--- src/rtl/fpu_seq_ctrl.sv ---
// Launch/retire sequencer for the multi-cycle FPU beside the ID stage.
// Tracks one in-flight op, raises ID stalls on structural and RAW/WAW hazards, and arbitrates writeback.
module fpu_seq_ctrl #(
  parameter int unsigned LAT_ADD = 3,
  parameter int unsigned LAT_MUL = 4,
  parameter int unsigned LAT_DIV = 10,
  parameter int unsigned CNT_W   = 4
) (
  input  logic       clk,
  input  logic       rst,
  input  logic       issue_valid_id,
  input  logic       flush_id,
  input  logic [4:0] funct5_id,
  input  logic [4:0] rd_id,
  input  logic [4:0] rs1_id,
  input  logic [4:0] rs2_id,
  input  logic       rs1_used_id,
  input  logic       rs2_used_id,
  input  logic       regwrite_id,
  input  logic       wb_ready,
  output logic       fpu_start,
  output logic [1:0] fpu_op,
  output logic       stall_id,
  output logic       fpu_wb_en,
  output logic [4:0] fpu_wb_rd,
  output logic       busy,
  output logic       illegal_op
);

  localparam logic [1:0] StIdle = 2'd0;
  localparam logic [1:0] StExec = 2'd1;
  localparam logic [1:0] StWb   = 2'd2;

  logic [1:0]       state_q, state_d;
  logic [CNT_W-1:0] cnt_q, cnt_d;
  logic [1:0]       op_q, op_d;
  logic [4:0]       rd_q, rd_d;
  logic             wb_en_q, wb_en_d;
  logic             illegal_q, illegal_d;

  logic             legal;
  logic             issue_ok;
  logic             accept;
  logic             busy_w;
  logic             raw_hit;
  logic             waw_hit;
  logic [CNT_W-1:0] lat_m1;

  // Only funct5 00000..00011 are implemented; the low two bits double as fpu_op.
  assign legal    = (funct5_id[4:2] == 3'b000);
  assign issue_ok = issue_valid_id & ~flush_id;
  assign busy_w   = (state_q != StIdle);
  assign accept   = issue_ok & legal & ~busy_w;

  always_comb begin
    lat_m1 = CNT_W'(LAT_ADD - 1);
    case (funct5_id[1:0])
      2'b10:   lat_m1 = CNT_W'(LAT_MUL - 1);
      2'b11:   lat_m1 = CNT_W'(LAT_DIV - 1);
      default: lat_m1 = CNT_W'(LAT_ADD - 1);
    endcase
  end

  // rd=0 results are discarded downstream, so they never create a hazard.
  assign raw_hit = (rs1_used_id & (rs1_id == rd_q)) | (rs2_used_id & (rs2_id == rd_q));
  assign waw_hit = regwrite_id & (rd_id == rd_q);

  assign stall_id = (issue_ok & busy_w) | (busy_w & (rd_q != 5'd0) & (raw_hit | waw_hit));

  always_comb begin
    state_d   = state_q;
    cnt_d     = cnt_q;
    op_d      = op_q;
    rd_d      = rd_q;
    wb_en_d   = wb_en_q;
    illegal_d = issue_ok & ~legal & ~busy_w;
    unique case (state_q)
      StIdle: begin
        if (accept) begin
          state_d = StExec;
          cnt_d   = lat_m1;
          op_d    = funct5_id[1:0];
          rd_d    = rd_id;
        end
      end
      StExec: begin
        if (cnt_q == CNT_W'(1)) begin
          state_d = StWb;
          wb_en_d = 1'b1;
        end else begin
          cnt_d = cnt_q - CNT_W'(1);
        end
      end
      StWb: begin
        if (wb_ready) begin
          state_d = StIdle;
          wb_en_d = 1'b0;
        end
      end
      default: begin
        state_d = StIdle;
        wb_en_d = 1'b0;
      end
    endcase
  end

  always_ff @(posedge clk) begin
    if (rst) begin
      state_q   <= StIdle;
      cnt_q     <= '0;
      op_q      <= 2'b00;
      rd_q      <= 5'd0;
      wb_en_q   <= 1'b0;
      illegal_q <= 1'b0;
    end else begin
      state_q   <= state_d;
      cnt_q     <= cnt_d;
      op_q      <= op_d;
      rd_q      <= rd_d;
      wb_en_q   <= wb_en_d;
      illegal_q <= illegal_d;
    end
  end

  assign fpu_start  = accept;
  assign fpu_op     = op_q;
  assign fpu_wb_en  = wb_en_q;
  assign fpu_wb_rd  = rd_q;
  assign busy       = busy_w;
  assign illegal_op = illegal_q;

endmodule

--- config.mk ---
export PLATFORM = sky130hd
export DESIGN_NAME = fpu_seq_ctrl
export DESIGN_NICKNAME = d
export VERILOG_FILES = /design/src/rtl/fpu_seq_ctrl.sv
export SDC_FILE = /design/constraint.sdc
export NUM_CORES = 1
export LEC_CHECK = 0
export CELL_PAD_IN_SITES_DETAIL_PLACEMENT = 0
export CELL_PAD_IN_SITES_GLOBAL_PLACEMENT = 1
export CORE_MARGIN = 2
export CORE_UTILIZATION = 28
export CTS_BUF_LIST = sky130_fd_sc_hd__clkbuf_2
export CTS_CLUSTER_DIAMETER = 30
export DETAILED_ROUTE_END_ITERATION = 6
export PLACE_DENSITY_LB_ADDON = 0.1
export SLEW_MARGIN = 10
export SYNTH_ARGS = -nofsm -noshare
export SYNTH_HDL_FRONTEND = slang
export SYNTH_SLANG_ARGS = --single-unit
--- constraint.sdc ---
create_clock -name clk -period 1.2 [get_ports clk]
set_input_delay 0.12 -clock clk [delete_from_list [all_inputs] [get_ports clk]]
set_output_delay 0.12 -clock clk [all_outputs]
set_load 0.005 [all_outputs]
==> impl_metrics.csv <==
group,metric,value,unit
clock_network,root_buffer,"clkbuf_2",
sta,period_share,1.42,
clock_network,cts_hold_buf,0,
detailed_routing,via_per_inst,4.41,
cells_and_area,final_cell_mix,"clkdlybuf4s50_1 (24), buf_4 (22), nor2_1 (14)",
floorplanning,die_x,60.8,um
global_routing,grt_overflow_total,0,
critical_path,arrival,1590,ps
global_routing,antenna_found_initial,0,
critical_path,crit_slowest_cell,"dfxtp_2",
sta,rsz0062_at_grt,"yes",
sta,relSlewSlack,0.793,
detailed_routing,dr_total_vias,944,
synthesis,synth_top_area_share,0.333,
synthesis,ys_seq_area_frac,0.333,
critical_path,worstPathCellList,"xor2_1 > nor4_1 > and3_1 > a31oi_1 > a31oi_1 > buf_2",
clock_network,clock-sinks,15,
place,place.gp.congestion,0.780,
clock_network,cts_tree,"yes",
sta,tightest_slew,306,ps
critical_path,startpoint_type,"flop",
sta,slew_viol_final,0,
synthesis,postSynthCellCount,101,
power_and_ir_drop,internal-power,755,uW
cells_and_area,layout_commonest_cell,"clkdlybuf4s50_1",
cells_and_area,post_route_cells_drive_above_1_share,0.406,
global_routing,grt_pass1_vias,932,
global_routing,track_usage,0.158,
sta,hold_viol_final,0,
cells_and_area,antenna_cells,0,
detailed_routing,drt-initial-drc-count,12,
floorplanning,die_h,60.8,um
critical_path,required,1080,ps
power_and_ir_drop,seq_power_share,0.492,
global_routing,grt_start_max_net_pins,9,
power_and_ir_drop,combPwrFrac,0.257,
worst_hold_path,hp-class,"in -> reg",
sta,setup_viol,14,
status,violations,"negative setup slack",
synthesis,ys_seq_elements,15,
synthesis,yosys_warnings,0,
power_and_ir_drop,switching_power,282,uW
detailed_routing,totalWireLength,2.63,mm
critical_path,cp.buffers_inverters,1,
power_and_ir_drop,p_leak,0.000756,uW
synthesis,syn-num-nets,131,
critical_path,critPathCaptureType,"primary output",
power_and_ir_drop,power.share.switching,0.272,
critical_path,cpPeakStageDelay,370,ps
sta,finClkSkew,14.9,ps
synthesis,synth_area_leaders,"dfxtp_1 (33%), xor2_1 (13%), mux2i_1 (8.9%)",
floorplanning,row_count,20,
place,portBuffers,39,
detailed_routing,routedWlPerCell,12.3,um
place,dp_hpwl,2.06,mm
clock_network,clockBufferDepth,2,
cells_and_area,area_growth,89.9,%
power_and_ir_drop,ir_worst_vdd,0.507,mV
critical_path,crit_path_max_fanout,4,
floorplanning,initial_core_util,0.295,
sta,fin_tns_setup,-2270,ps
synthesis,synth_area_leader_cell,"dfxtp_1",
power_and_ir_drop,p_clk_frac,0.251,
status,status,"complete, but fails checks",
global_routing,grt_pass1_wl,4.24,mm
detailed_routing,ant_nets,0,
synthesis,synth_area_per_cell,8.93,sq um
clock_network,cts.clk_slew.worst_paths,160,ps
synthesis,synthDistinctLibCells,30,
floorplanning,dieArea,3690,sq um
power_and_ir_drop,powerDensity,605,nW/um^2
critical_path,crit_path_frequent_cell,"a31oi_1",
sta,final_critical_path_setup_slack,-510,ps
floorplanning,io_pins,40,
clock_network,clk_latency,290,ps
sta,whs,368,ps
clock_network,ctsHtreeMaxLevel,1,
floorplanning,core,3050,sq um
run,cap_viol_max_count,0,
detailed_routing,drc,0,
critical_path,critPathTopFamily,"simple AND/OR/NAND/NOR gates",
sta,min_period,1710,ps
detailed_routing,dr.pass1.iters,4,
synthesis,synth.cell_area,902,sq um
sta,clock.fmax,0.585,GHz
cells_and_area,nets,201,
critical_path,worst-setup-path-type,"reg -> out",
clock_network,cts_buffers,3,
registers in the layout (all words and copies together), names as in the netlist:
name        flops
fpu_op          2
illegal_op      1
cnt_q           4
state_q         2
fpu_wb_rd       5
fpu_wb_en       1
worst register-to-register path: stages (launching register included):
cell and delay (ps):
dfxtp_2 360, buf_6 120, nor4b_4 260, buf_6 180
buf_6 100, mux2i_1 200, nor2_1 60
cell usage after synthesis:
cell	count
nor3_2	1
nor2_2	1
nand2_1	1
ha_1	2
and3_1	1
xnor2_1	4
nor4b_4	1
a31oi_1	3
nand3_1	3
or2_2	1
inv_1	5
buf_6	1
clkbuf_1	5
a21oi_1	3
o21ai_2	1
o2bb2ai_1	1
nor3_1	1
a211oi_1	2
nand2b_1	1
dfxtp_1	15
o21ai_0	2
o21a_1	1
nor2_1	16
xor2_1	13
mux2i_1	8
o41ai_1	1
nor4_1	4
nor3_4	1
a21oi_2	1
nand2b_4	1
power by group through the flow:
stage / sequential, uW / combinational [uW] / clock [uW]
global route: 512 / 287 / 308
global placement: 528 / 246 / 0
detailed placement: 528 / 248 / 0
floorplan: 527 / 86.6 / 0
finish: 510 / 266 / 260
CTS: 512 / 259 / 281
final timing paths:
path	startpoint	to	slack, ps	cells after the start
worst max-delay path	fpu_wb_rd[1]$_SDFFE_PP0P_	stall_id	-510	6
worst min-delay path	issue_valid_id	illegal_op$_SDFF_PP0_	370	4
worst max register to register	state_q[1]$_SDFFE_PP0P_	fpu_wb_rd[0]$_SDFFE_PP0P_	-190	6
worst min register to register	fpu_op[1]$_SDFFE_PP0P_	fpu_op[1]$_SDFFE_PP0P_	500	2
routing by layer:
metal | vias up | part of all wire | global-route usage
met5 | - | 0 | 0
met4 | 0 | 0.014 | 0.0559
met3 | 4 | 0.052 | 0.0320
met2 | 23 | 0.49 | 0.267
met1 | 433 | 0.44 | 0.198
li1 | 484 | - | -
repair_timing:
item	4_1_cts	5_1_grt
endpoints found under the setup margin	24	22
buffers inserted	6	0
pin swaps	11	9
resized for setup	54	12
per-stage QoR:
stage | std cells | power (uW) | worst slack (ps) | area [sq um] | utilization
2_1_floorplan | 101 | 614 | -80.0 | 937 | -
3_3_place_gp | 204 | 774 | -791 | 1530 | 0.501
3_5_place_dp | 204 | 776 | -816 | 1530 | 0.501
4_1_cts | 214 | 1050 | -551 | 1660 | 0.544
5_1_grt | 214 | 1110 | -628 | 1710 | 0.561
6_report | 214 | 1040 | -510 | 1710 | 0.561
cells by family after synthesis:
logic type               after synthesis  synth area share
adder cells (fa/ha/maj)                2            0.0277
AO/OA/AOI/OAI                         15             0.112
XOR/XNOR                              17             0.165
multiplexers                           8            0.0888
AND/OR/NAND/NOR                       33             0.219
buffers and inverters                 11            0.0541
flip-flops                            15             0.333
layout make-up:
| type | instances | area, sq um |
|---|---|---|
| Fill cell | 305 | 1340 |
| Timing Repair Buffer | 71 | 666 |
| Multi-Input combinational cell | 75 | 629 |
| Sequential cell | 15 | 324 |
| Tap cell | 44 | 55.1 |
| Clock buffer | 4 | 20.0 |
| Inverter | 5 | 18.8 |
(Power assumes the default switching activity.)
